==> src/rtl/cpr_dist.sv <==
// Return-path dispatcher: buffers comparator-tree winners and delivers each one to its FDSTI lane.
// Optional per-state timeout with drop pulse is enabled by defining CPR_DIST_TIMEOUT_EN.
module cpr_dist #(
  parameter int IDX_W   = 2,
  parameter int FDSSI_W = 12,
  parameter int SSI_W   = 8,
  parameter int S_W     = 2,
  parameter int DEPTH   = 4,
  parameter int TO_CYC  = 64
) (
  input  logic                 clk,
  input  logic                 rst_n,
  input  logic                 in_valid,
  output logic                 in_ready,
  input  logic                 in_wt,
  input  logic [FDSSI_W-1:0]   in_FDSSI,
  input  logic [IDX_W-1:0]     in_FDSTI,
  input  logic [SSI_W-1:0]     in_SSI,
  input  logic [S_W-1:0]       in_s,
  output logic [(1<<IDX_W)-1:0] lane_valid,
  input  logic [(1<<IDX_W)-1:0] lane_ready,
  input  logic [(1<<IDX_W)-1:0] lane_rel,
  output logic [FDSSI_W-1:0]   lane_FDSSI,
  output logic [SSI_W-1:0]     lane_SSI,
  output logic [S_W-1:0]       lane_s,
  output logic                 busy,
  output logic                 drop_o
);

  localparam int N     = 1 << IDX_W;
  localparam int PTR_W = $clog2(DEPTH);
  localparam int CNT_W = PTR_W + 1;

  if (DEPTH < 2 || (DEPTH & (DEPTH - 1)) != 0 || TO_CYC < 2) begin : g_bad_param
    $error("cpr_dist: DEPTH must be a power of 2 >= 2 and TO_CYC >= 2");
  end

  typedef struct packed {
    logic               wt;
    logic [FDSSI_W-1:0] fdssi;
    logic [IDX_W-1:0]   fdsti;
    logic [SSI_W-1:0]   ssi;
    logic [S_W-1:0]     s;
  } rec_t;

  typedef enum logic [1:0] {IDLE, PRESENT, HOLD} state_t;

  rec_t             mem [DEPTH];
  rec_t             head;
  logic [PTR_W-1:0] wr_ptr_reg, rd_ptr_reg;
  logic [CNT_W-1:0] count_reg, count_next;
  state_t           state_reg, state_next;
  logic [IDX_W-1:0] hold_idx_reg;
  logic             push, pop, deliver, rel_hit, expire, present;

  assign head     = mem[rd_ptr_reg];
  assign in_ready = (count_reg != CNT_W'(DEPTH));
  assign push     = in_valid & in_ready;

  // Small FIFO kept in distributed storage so a fresh entry is visible at the head next cycle.
  always_ff @(posedge clk) begin
    if (push) begin
      mem[wr_ptr_reg] <= '{wt: in_wt, fdssi: in_FDSSI, fdsti: in_FDSTI, ssi: in_SSI, s: in_s};
    end
  end

  always_ff @(posedge clk) begin
    if (!rst_n) begin
      wr_ptr_reg   <= '0;
      rd_ptr_reg   <= '0;
      count_reg    <= '0;
      hold_idx_reg <= '0;
    end else begin
      if (push) wr_ptr_reg <= wr_ptr_reg + 1'b1;
      if (pop)  rd_ptr_reg <= rd_ptr_reg + 1'b1;
      count_reg <= count_next;
      if (deliver && head.wt) hold_idx_reg <= head.fdsti;
    end
  end

`ifdef CPR_DIST_TIMEOUT_EN
  localparam int TO_W = $clog2(TO_CYC);
  logic [TO_W-1:0] to_cnt_reg;

  assign expire = (state_reg != IDLE) && (to_cnt_reg == TO_W'(TO_CYC - 1)) && !deliver && !rel_hit;

  // Any event that leaves or re-enters PRESENT/HOLD restarts the count.
  always_ff @(posedge clk) begin
    if (!rst_n || state_reg == IDLE || deliver || rel_hit || expire) begin
      to_cnt_reg <= '0;
    end else begin
      to_cnt_reg <= to_cnt_reg + 1'b1;
    end
  end
`else
  assign expire = 1'b0;
`endif

  // State register
  always_ff @(posedge clk) begin
    if (!rst_n) state_reg <= IDLE;
    else        state_reg <= state_next;
  end

  // Next-state logic; the IDLE/PRESENT choice looks at occupancy after this edge.
  always_comb begin
    deliver    = (state_reg == PRESENT) && lane_ready[head.fdsti];
    rel_hit    = (state_reg == HOLD) && lane_rel[hold_idx_reg];
    pop        = (state_reg == PRESENT) && (deliver || expire);
    count_next = count_reg + CNT_W'(push) - CNT_W'(pop);
    state_next = state_reg;
    case (state_reg)
      IDLE:    if (count_next != '0) state_next = PRESENT;
      PRESENT: begin
        if (deliver && head.wt) state_next = HOLD;
        else if (pop)           state_next = (count_next != '0) ? PRESENT : IDLE;
      end
      HOLD:    if (rel_hit || expire) state_next = (count_next != '0) ? PRESENT : IDLE;
      default: state_next = IDLE;
    endcase
  end

  // Outputs
  always_comb begin
    present    = (state_reg == PRESENT);
    busy       = (state_reg != IDLE) || (count_reg != '0);
    drop_o     = expire;
    lane_FDSSI = '0;
    lane_SSI   = '0;
    lane_s     = '0;
    if (count_reg != '0) begin
      lane_FDSSI = head.fdssi;
      lane_SSI   = head.ssi;
      lane_s     = head.s;
    end
  end

  for (genvar gi = 0; gi < N; gi++) begin : g_lane
    assign lane_valid[gi] = present && (head.fdsti == IDX_W'(gi));
  end

endmodule

==> config.mk <==
export PLATFORM = sky130hd
export DESIGN_NAME = cpr_dist
export DESIGN_NICKNAME = d
export VERILOG_FILES = /design/src/rtl/cpr_dist.sv
export SDC_FILE = /design/constraint.sdc
export NUM_CORES = 1
export LEC_CHECK = 0
export ABC_CLOCK_PERIOD_IN_PS = 3700
export CAP_MARGIN = 20
export CELL_PAD_IN_SITES_DETAIL_PLACEMENT = 0
export CELL_PAD_IN_SITES_GLOBAL_PLACEMENT = 1
export CORE_UTILIZATION = 35
export CTS_BUF_LIST = sky130_fd_sc_hd__clkbuf_4 sky130_fd_sc_hd__clkbuf_8
export CTS_CLUSTER_DIAMETER = 100
export CTS_CLUSTER_SIZE = 40
export DETAILED_ROUTE_END_ITERATION = 6
export MAX_ROUTING_LAYER = met4
export PLACE_DENSITY = 0.74
export RECOVER_POWER = 25
export SETUP_SLACK_MARGIN = 0.1
export SYNTH_ARGS = -nofsm -noshare
export SYNTH_HDL_FRONTEND = slang
export SYNTH_SLANG_ARGS = --single-unit
==> constraint.sdc <==
create_clock -name clk -period 3.7 [get_ports clk]
set_input_delay 0.74 -clock clk [delete_from_list [all_inputs] [get_ports clk]]
set_output_delay 0.74 -clock clk [all_outputs]
set_load 0.005 [all_outputs]
# Word level (Yosys, flattened, before mapping)
# Memory sizes are Yosys's and may differ from the RTL's. A register that Yosys moved wholly into a read port is not among the register bits.
# Index checks and enable logic that the tools add are counted.
[word_totals]
ramBits = 100
memories = 1
input_bits = 36
register_bits = 11
[classes]
mux = 17
eq_ne = 9
add_sub_neg = 4
n_bitwise = 1
order_cmp = 2
n_reduce_logical = 15
[mem_list]
columns = ["memory", "words", "word_bits", "rd", "rd_ports_with_merged_regs", "write_ports", "line", "rtl"]
rows = [
  ["mem", 4, 25, 1, 1, 1, "48", "rec_t mem [DEPTH];"],
]
[ops]
columns = ["op", "count"]
rows = [
  ["2-bit two-way mux", 7],
  ["12-bit two-way mux", 1],
  ["1-bit logical AND", 8],
  ["8-bit two-way mux", 1],
  ["2-bit == test (second input constant)", 3],
  ["2-bit by 3-bit < comparator with 1-bit output (second input constant)", 2],
  ["2-bit case mux with 3 select lines", 1],
  ["3-bit nonzero test", 2],
  ["1-bit two-way mux", 5],
  ["2-bit by 1-bit adder with 2-bit output (second input constant)", 2],
  ["1-bit binary-select mux with 2-bit select", 2],
  ["2-bit by 1-bit == test with 1-bit output (second input constant)", 2],
  ["2-bit logical NOT", 2],
  ["2-bit inequality test (second input constant)", 2],
  ["3-bit by 1-bit adder with 3-bit output", 1],
  ["3-bit by 2-bit inequality test with 1-bit output (second input constant)", 1],
  ["3-bit inequality test (second input constant)", 1],
  ["3-bit AND reduction", 1],
  ["3-bit by 1-bit subtractor with 3-bit output", 1],
  ["2-bit nonzero test", 1],
  ["1-bit AND", 1],
  ["1-bit logical OR", 1],
]

# Longest topological paths before layout
# Gate-level depths: netlist of the first run.
[depth]
word_depth = 10
ltp_mapped = 14
mapped_depth_nobuf = 14

# Worst setup path before layout of the first run
# No wires, ideal clock.
[synth_timing]
kind = "flip-flop to flip-flop"
start = "register with a tool-made name"
end = "register state_reg[0]"
slack_ps = 699
path_buffers = 1
setup_ps = 115
required_time_ps = 3585
t_arrival_ps = 2886
path_stages_with_launch = 15
cell_sequence = "dfxtp_1 -> buf_6 -> mux4_2 -> or2_4 -> o22ai_2 -> ha_1 -> inv_1 -> ha_1 -> inv_1 -> fa_1 -> xnor2_1 -> xnor2_1 -> o21ai_0 -> o21ai_0 -> and3_1"
[synth_lines]
columns = ["element", "line", "rtl"]
rows = [
  ["end signal: assignment", "102", "else state_reg <= state_next;"],
  ["end: declaration", "52", "state_t state_reg, state_next;"],
]

==> impl_summary.log, run 1 <==
INFO  metric dieWidth = 115 um
INFO  metric gate_count_after_technology_mapping = between 200 and 250
INFO  metric timing.critical_path.to_type = flip-flop
INFO  metric largest_net_degree_at_the_start_of_global_routing = 26
INFO  metric num_vias = between 2,000 and 2,500
INFO  metric antenna_found_initial = 0
INFO  metric finalSetupViolCount = 0
INFO  metric cts_root_buffer = sky130_fd_sc_hd__clkbuf_8
INFO  metric use_met1 = 17.1%
INFO  metric timing_hold_violations_final = 0
INFO  metric timing_max_transition_violations_final = 0
INFO  metric areaGrowthSynthToFinish = 29.2%
INFO  metric post_synth_num_cell_types = 27
INFO  metric power_density = approximately 710 nW/um^2
INFO  metric drt_wl_total = 8150 um
INFO  metric synthDominantAreaCellType = sky130_fd_sc_hd__edfxtp_1
INFO  metric reg2reg_setup_slack = 0.56 ns
INFO  metric post-place-ws = approximately 0.46 ns
INFO  metric r2r_end = state_reg[0]$_SDFFE_PN0P_
INFO  metric highest_fanout_seen_on_the_critical_path = 4
INFO  metric cts_sinks = roughly 110
INFO  metric post_cts_buffers = 0
INFO  metric worst_slack = 0.562 ns
INFO  metric io_pins = 65
INFO  metric drive_gt1_share = 20.9%
INFO  metric synthDominantCellAreaShare = between 60% and 70%
INFO  metric timing.final.crit_period = roughly 3.1 ns
INFO  metric core_area = 12,300 um^2
INFO  metric wl_per_cell = 16.4 um
INFO  metric synthArstFlopShare = 0%
INFO  metric layout.filler_cells = around 1,100
INFO  metric grt_util_all_layers = between 10% and 20%
INFO  metric startpoint_class_of_the_critical_path = flip-flop
INFO  metric min_delay_path_depth = 2
INFO  metric largest_reg_flops = 100
INFO  metric grt_setup_unrepaired = false
INFO  metric drt_iter0_markers = approximately 90
INFO  metric cts_resized = 0
INFO  metric post_layout_net_count = 360
INFO  metric layout.area.seq = 3260 um^2
INFO  metric synth.top_cells.by_area = sky130_fd_sc_hd__edfxtp_1, sky130_fd_sc_hd__mux4_2, sky130_fd_sc_hd__dfxtp_1
INFO  metric place_hpwl = approximately 5000 um
INFO  metric cts_tree = done
INFO  metric via_count_of_the_first_global_routing_pass = ~2,500
INFO  metric global_route.peak_usage_layer = met2
INFO  metric start_util = a little over a third
INFO  metric met2_usage = a little over a fifth
INFO  metric timing.critical_path.required = 4.01 ns
INFO  metric status = complete, no violations
INFO  metric reg2regPathDepth = 13
INFO  metric clk_pin_slew_worst_paths = around 0.060 ns
INFO  metric grtUsageMet3 = 4.38%
INFO  metric net_count_of_the_mapped_netlist = 280
INFO  metric synth.avg_cell_area = approximately 19 um^2
INFO  metric ys.warnings.count = 0
INFO  metric kind_of_critical_path = flip-flop to flip-flop
INFO  metric final_cell_area = 5790 um^2
INFO  metric synth_seq_cells = 113
INFO  metric postRouteAntennaNets = 0
INFO  metric antenna_cells = 0
INFO  metric min_path_type = flip-flop to flip-flop
INFO  metric synth_flop_cell = sky130_fd_sc_hd__edfxtp_1
INFO  metric area_post_placement = around 5300 um^2
INFO  metric die-area = around 13,000 um^2
INFO  metric dieHeight = ~120 um
INFO  metric cts.hold.buffers_added = 0
INFO  metric gp_congestion = 0.738
INFO  metric cts-buffers-inserted = 17
INFO  metric critPathArrivalTime = about 3.4 ns
INFO  metric vdd.ir_drop.worst = 469 uV
INFO  metric cts_htree_levels = 4
INFO  metric row_count = 40
INFO  metric yosysSeqAreaShare = 72.8%
INFO  metric worst_setup_path_endpoint = state_reg[0]$_SDFFE_PN0P_
INFO  metric drt_drc_violations_left = 0
INFO  metric globalRouteOverflowTotal = 0
INFO  metric grt_first_pass_wirelength = ~13,000 um
INFO  metric drt-vias-per-instance = 4.59
INFO  metric multi_input_comb_area = roughly 1200 um^2
INFO  metric drt_pass1_iterations = 4
INFO  metric cts-root-to-sink-buffers = 2
INFO  metric synth-edff-count = 100
INFO  metric timing.clock.skew = around 0.013 ns
INFO  metric clock.fmax = 0.319 GHz
INFO  metric post_synth_instance_area = approximately 4500 um^2
INFO  metric drv_cap = 0
INFO  metric io_buffer_count = 63
INFO  metric post-route-period-util = approximately 85%
INFO  metric cellLeakagePower = between 1.5 and 2 nW
INFO  metric clkLatencyLatePin = approximately 0.42 ns
INFO  metric timing.setup.tns = 0 ns
## power by group
| group | internal [mW] | switching, mW | total [mW] |
|---|---|---|---|
| clock | 0.809 | 0.497 | 1.31 |
| sequential | 1.55 | 0.0621 | 1.61 |
| combinational | 0.693 | 0.520 | 1.21 |
| total | 3.05 | 1.08 | 4.13 |
## Yosys cell counts (2+ instances only)
library cell and n:
sky130_fd_sc_hd__edfxtp_1 100, sky130_fd_sc_hd__mux4_2 26, sky130_fd_sc_hd__nor2b_1 23, sky130_fd_sc_hd__dfxtp_1 13, sky130_fd_sc_hd__nand2_1 11, sky130_fd_sc_hd__and2_1 6
sky130_fd_sc_hd__clkbuf_1 6, sky130_fd_sc_hd__ha_1 6, sky130_fd_sc_hd__inv_1 6, sky130_fd_sc_hd__mux2i_1 6, sky130_fd_sc_hd__nor2_1 6, sky130_fd_sc_hd__and3_1 5
sky130_fd_sc_hd__nand2b_1 3, sky130_fd_sc_hd__o21ai_0 3, sky130_fd_sc_hd__xnor2_1 3, sky130_fd_sc_hd__a21boi_0 2, sky130_fd_sc_hd__buf_2 2
## metrics by stage
| step | util, % | power, mW | instances | hold WS (ns) |
|---|---|---|---|---|
| after CTS | 47.2 | 4.20 | 498 | 0.479 |
| after global placement | 43.6 | 2.88 | 466 | 0.463 |
| final | 47.2 | 4.13 | 498 | 0.475 |
| after global routing | 47.2 | 4.37 | 498 | 0.515 |
| after detailed placement | 43.6 | 2.89 | 466 | 0.470 |
| after floorplan | - | 2.32 | 237 | 0.443 |
## logic make-up after synthesis
logic type               Yosys count  synth area share [%]
buffers and inverters             16                  1.65
other                              1                0.0836
AO/OA/AOI/OAI                      6                 0.948
multiplexers                      32                  14.4
XOR/XNOR                           4                 0.781
adder cells (fa/ha/maj)            7                  2.12
flip-flops                       113                  72.8
AND/OR/NAND/NOR                   58                  7.25
## how the worst min path moves through the flow
stage	startpoint	to	slack, ns
detailed placement	hold_idx_reg[1]$_SDFFE_PN0P_	hold_idx_reg[1]$_SDFFE_PN0P_	0.47
finish	hold_idx_reg[1]$_SDFFE_PN0P_	hold_idx_reg[1]$_SDFFE_PN0P_	0.47
global route	rd_ptr_reg[1]$_SDFFE_PN0P_	rd_ptr_reg[1]$_SDFFE_PN0P_	0.52
CTS	hold_idx_reg[1]$_SDFFE_PN0P_	hold_idx_reg[1]$_SDFFE_PN0P_	0.48
global placement	rd_ptr_reg[1]$_SDFFE_PN0P_	rd_ptr_reg[1]$_SDFFE_PN0P_	0.46
floorplan	hold_idx_reg[1]$_SDFFE_PN0P_	hold_idx_reg[1]$_SDFFE_PN0P_	0.44
## layer usage
layer | wire length, um | vias up | part of all wire (%)
li1 | - | 1075 | -
met1 | 3780 | 1144 | 46
met2 | 3970 | 56 | 49
met3 | 300 | 13 | 3.7
met4 | 108 | 0 | 1.3
met5 | 0 | - | 0
## cell type report
cell class / count / area share, %
Clock buffer: 18 / 4.17
Clock inverter: 14 / 3.63
Inverter: 6 / 0.389
Multi-Input combinational cell: 108 / 19.9
Sequential cell: 113 / 56.4
Tap cell: 168 / 3.63
Timing Repair Buffer: 71 / 11.9
## placed cells by master (no fill, tap or decap)
master                              n
sky130_fd_sc_hd__buf_4              8
sky130_fd_sc_hd__clkbuf_4           1
sky130_fd_sc_hd__nand2b_1           3
sky130_fd_sc_hd__and2_1             6
sky130_fd_sc_hd__xnor2_1            3
sky130_fd_sc_hd__o22ai_2            1
sky130_fd_sc_hd__inv_6              3
sky130_fd_sc_hd__bufinv_16          5
sky130_fd_sc_hd__clkdlybuf4s50_1   46
sky130_fd_sc_hd__or2_4              1
sky130_fd_sc_hd__clkinv_4           1
sky130_fd_sc_hd__o21ai_0            3
sky130_fd_sc_hd__nor2_1             6
sky130_fd_sc_hd__conb_1             1
sky130_fd_sc_hd__clkinv_1           2
sky130_fd_sc_hd__edfxtp_1         100
sky130_fd_sc_hd__xor2_1             1
sky130_fd_sc_hd__clkinv_2           2
sky130_fd_sc_hd__nor2b_1           23
sky130_fd_sc_hd__or2b_1             1
sky130_fd_sc_hd__or3b_2             1
sky130_fd_sc_hd__inv_1              6
sky130_fd_sc_hd__nor3_2             1
sky130_fd_sc_hd__clkinvlp_4         1
sky130_fd_sc_hd__mux4_2            26
sky130_fd_sc_hd__ha_1               6
sky130_fd_sc_hd__and3_1             5
sky130_fd_sc_hd__fa_1               1
sky130_fd_sc_hd__dlygate4sd3_1     17
sky130_fd_sc_hd__nand2_1           11
sky130_fd_sc_hd__dfxtp_2            1
sky130_fd_sc_hd__clkbuf_8          17
sky130_fd_sc_hd__mux2i_1            6
sky130_fd_sc_hd__dfxtp_1           12
sky130_fd_sc_hd__a21boi_0           2
## worst max-delay path: stages (launching register included)
cell and delay (ns):
sky130_fd_sc_hd__dfxtp_2 0.39, sky130_fd_sc_hd__mux4_2 0.57, sky130_fd_sc_hd__or2_4 0.27, sky130_fd_sc_hd__o22ai_2 0.23, sky130_fd_sc_hd__ha_1 0.28, sky130_fd_sc_hd__inv_1 0.05
sky130_fd_sc_hd__ha_1 0.13, sky130_fd_sc_hd__inv_1 0.05, sky130_fd_sc_hd__fa_1 0.38, sky130_fd_sc_hd__xnor2_1 0.14, sky130_fd_sc_hd__xnor2_1 0.13, sky130_fd_sc_hd__o21ai_0 0.16
sky130_fd_sc_hd__o21ai_0 0.09, sky130_fd_sc_hd__and3_1 0.17
Note: power is estimated with default switching activity, not from simulation.
==> run 2, diff against run 1 <==
--- a/config.mk
+++ b/config.mk
@@ -5,7 +5,7 @@
 export SDC_FILE = /design/constraint.sdc
 export NUM_CORES = 1
 export LEC_CHECK = 0
-export ABC_CLOCK_PERIOD_IN_PS = 3700
+export ABC_CLOCK_PERIOD_IN_PS = 2850
 export CAP_MARGIN = 20
 export CELL_PAD_IN_SITES_DETAIL_PLACEMENT = 0
 export CELL_PAD_IN_SITES_GLOBAL_PLACEMENT = 1
@@ -15,7 +15,7 @@
 export CTS_CLUSTER_SIZE = 40
 export DETAILED_ROUTE_END_ITERATION = 6
 export MAX_ROUTING_LAYER = met4
-export PLACE_DENSITY = 0.74
+export PLACE_DENSITY = 0.76
 export RECOVER_POWER = 25
 export SETUP_SLACK_MARGIN = 0.1
 export SYNTH_ARGS = -nofsm -noshare
==> constraint.sdc (replaced) <==
create_clock -name clk -period 2.85 [get_ports clk]
set_input_delay 0.57 -clock clk [delete_from_list [all_inputs] [get_ports clk]]
set_output_delay 0.57 -clock clk [all_outputs]
set_load 0.005 [all_outputs]
==> run 2 against run 1 <==
Net effect:
- the run now ends with setup timing left
- design area increased by 3.0%
- sequential share of layout area decreased by 1.6 points
- worst hold slack improved by 0.0070 ns
- register-to-register slack worse by 0.67 ns
- via count up 4.8%
- highest routed layer unchanged
==> impl_summary.log, run 2 (synthesis results as in run 1) <==
INFO  metric postRouteAntennaNets = 0 (unchanged)
INFO  metric areaGrowthSynthToFinish = 33.1%
INFO  metric cellLeakagePower = 2.08 nW (+6.6%)
INFO  metric num_vias = 2,398 (+4.8%)
INFO  metric die-area = 13,300 um^2 (unchanged)
INFO  metric layout_common_cells = sky130_fd_sc_hd__edfxtp_1, sky130_fd_sc_hd__clkdlybuf4s50_1, sky130_fd_sc_hd__mux4_2
INFO  metric io_buffer_count = 63 (unchanged)
INFO  metric power_density = 867 nW/um^2 (+22%)
INFO  metric grt_util_all_layers = 14.6% (+0.65 points)
INFO  metric reg2reg_setup_slack = -0.11 ns (-0.67 ns)
INFO  metric wl_per_cell = 16.4 um (+0.18%)
INFO  metric min_path_type = flip-flop to flip-flop
INFO  metric timing.slew.headroom = between 60% and 70%
INFO  metric globalRouteOverflowTotal = 0 (unchanged)
INFO  metric clk_pin_slew_worst_paths = 0.07 ns (about the same)
INFO  metric failing_checks = setup timing
INFO  metric via_count_of_the_first_global_routing_pass = 2,542 (+0.95%)
INFO  metric critPathArrivalTime = 3.28 ns (-0.16 ns)
INFO  metric timing.final.crit_period = 2.96 ns (-0.178 ns)
INFO  metric place_hpwl = 5140 um (+1.4%)
INFO  metric largest_reg_flops = 100 (unchanged)
INFO  metric gp_congestion = 0.696 (-5.6%)
INFO  metric clkLatencyLatePin = 0.42 ns (about the same)
INFO  metric timing.critical_path.to_type = flip-flop
INFO  metric hold_path.startpoint = hold_idx_reg[1]$_SDFFE_PN0P_
INFO  metric timing.critical_path.required = 3.17 ns (-0.84 ns)
INFO  metric mostFrequentLayoutCell = sky130_fd_sc_hd__edfxtp_1
INFO  metric cts_tree = done
INFO  metric dieHeight = 115 um (unchanged)
INFO  metric finalSetupViolCount = 1 (+1)
INFO  metric r2r_end = state_reg[0]$_SDFFE_PN0P_
INFO  metric timing.setup.tns = -0.110 ns (-0.110 ns)
INFO  metric worst_slack = -0.110 ns (-0.672 ns)
INFO  metric antenna_cells = 0 (unchanged)
INFO  metric io_pins = 65 (unchanged)
INFO  metric post_layout_net_count = 380 (+5.6%)
INFO  metric cts_sinks = 113 (unchanged)
INFO  metric grt_first_pass_wirelength = 13,300 um (+3.8%)
INFO  metric drv_cap = 0 (unchanged)
INFO  metric row_count = 40 (unchanged)
INFO  metric slew_at_the_pin_with_the_worst_max_slew_slack = 0.498 ns
INFO  metric highest_fanout_seen_on_the_critical_path = 4 (unchanged)
INFO  metric cts-root-to-sink-buffers = 2 (unchanged)
INFO  metric drive_gt1_share = 27.7% (+6.8 points)
INFO  metric antenna_found_initial = 0 (unchanged)
INFO  metric clock.fmax = 0.338 GHz (+6.0%)
INFO  metric cts-buffers-inserted = 17 (unchanged)
INFO  metric cts_root_buffer = sky130_fd_sc_hd__clkbuf_8
INFO  metric post-route-period-util = 104% (+19 points)
INFO  metric startpoint_class_of_the_critical_path = flip-flop
INFO  metric timing_hold_violations_final = 0 (unchanged)
INFO  metric post-place-ws = -0.143 ns (-0.604 ns)
INFO  metric drt_drc_violations_left = 0 (unchanged)
INFO  metric largest_net_degree_at_the_start_of_global_routing = 24 (-7.7%)
INFO  metric worst_setup_path_endpoint = state_reg[0]$_SDFFE_PN0P_
INFO  metric grt_setup_unrepaired = true
INFO  metric cts.hold.buffers_added = 0 (unchanged)
INFO  metric timing.clock.skew = 0.0105 ns (-0.00271 ns)
INFO  metric status = complete, but fails checks
INFO  metric reg2regPathDepth = 13 (unchanged)
INFO  metric kind_of_critical_path = flip-flop to flip-flop
INFO  metric drt_pass1_iterations = 4 (unchanged)
INFO  metric power = 5.17 mW (+25%)
INFO  metric drt_wl_total = 8500 um (+4.2%)
INFO  metric drt_iter0_markers = 86 (-6.5%)
INFO  metric dieWidth = 115 um (unchanged)
INFO  metric vdd.ir_drop.worst = 327 uV (-30%)
INFO  metric drt-vias-per-instance = 4.63 (+0.76%)
INFO  metric timing_max_transition_violations_final = 0 (unchanged)
INFO  metric core_area = 12,300 um^2 (unchanged)
INFO  metric cts_htree_levels = 4 (unchanged)
INFO  metric start_util = 36.6% (unchanged)
==> run 2: cell count changes in the layout (fill, tap and decap cells not counted), moves of 3 or more <==
cell,change
sky130_fd_sc_hd__clkdlybuf4s15_1,+8
sky130_fd_sc_hd__clkbuf_4,+3
sky130_fd_sc_hd__buf_12,+5
sky130_fd_sc_hd__clkdlybuf4s50_1,-19
sky130_fd_sc_hd__buf_4,+13
sky130_fd_sc_hd__bufinv_16,-5
sky130_fd_sc_hd__dlygate4sd2_1,+12
sky130_fd_sc_hd__inv_6,-3
==> run 2: stage by stage <==
step / instances / cell area [um^2] / util [%] / hold slack (ns)
floorplan: 237 / 4510 / - / 0.443
global placement: 478 / 5470 / 44.6 / 0.462
detailed placement: 478 / 5470 / 44.6 / 0.476
CTS: 517 / 5900 / 48.1 / 0.486
global route: 518 / 5970 / 48.7 / 0.520
finish: 518 / 5970 / 48.7 / 0.482
==> run 2: final cells by class <==
type	instances	area, um^2
tap	168	210
inverter	6	22.5
clock buffer	21	264
timing repair buffer	91	916
sequential	113	3270
multi-input combinational	108	1220
fill	1039	6290
clock inverter	11	67.6
==> run 2: worst min path at each step <==
stage	slack, ns	cells after the start	end
after floorplan	0.44	2	hold_idx_reg[1]$_SDFFE_PN0P_
after global placement	0.46	2	flip-flop
after detailed placement	0.48	2	hold_idx_reg[1]$_SDFFE_PN0P_
after CTS	0.49	2	hold_idx_reg[1]$_SDFFE_PN0P_
after global routing	0.52	2	hold_idx_reg[0]$_SDFFE_PN0P_
final	0.48	2	hold_idx_reg[1]$_SDFFE_PN0P_
==> run 2: routing by layer <==
metal / wire, um / track usage, % / vias to the layer above
li1: - / - / 1114
met1: 3690 / 17.0 / 1213
met2: 4340 / 23.5 / 60
met3: 364 / 4.64 / 11
met4: 97 / 6.23 / 0
met5: 0 / - / -
==> run 2: worst max-delay path: stages (launching register included) <==
cell and delay, ns:
sky130_fd_sc_hd__dfxtp_4 0.37, sky130_fd_sc_hd__mux4_2 0.59, sky130_fd_sc_hd__mux2i_4 0.24, sky130_fd_sc_hd__o22ai_4 0.21, sky130_fd_sc_hd__ha_4 0.23, sky130_fd_sc_hd__inv_2 0.06, sky130_fd_sc_hd__ha_4 0.12, sky130_fd_sc_hd__inv_2 0.04
sky130_fd_sc_hd__fa_2 0.36, sky130_fd_sc_hd__xnor2_2 0.14, sky130_fd_sc_hd__xnor2_1 0.13, sky130_fd_sc_hd__o21ai_1 0.13, sky130_fd_sc_hd__o21ai_1 0.07, sky130_fd_sc_hd__and3_1 0.16
==> run 2: repair_timing <==
action | in CTS | in global routing
setup endpoints to repair | 27 | 14
pin swaps | 1 | 6
resized for setup | 29 | 15
setup buffers | 7 | 0
cloned | 0 | 1
==> run 2: power by group <==
| part | internal (mW) | leakage, nW | switching (mW) |
|---|---|---|---|
| combinational | 1.07 | 0.893 | 0.770 |
| clock | 0.626 | 0.168 | 0.609 |
| sequential | 2.02 | 1.02 | 0.0848 |
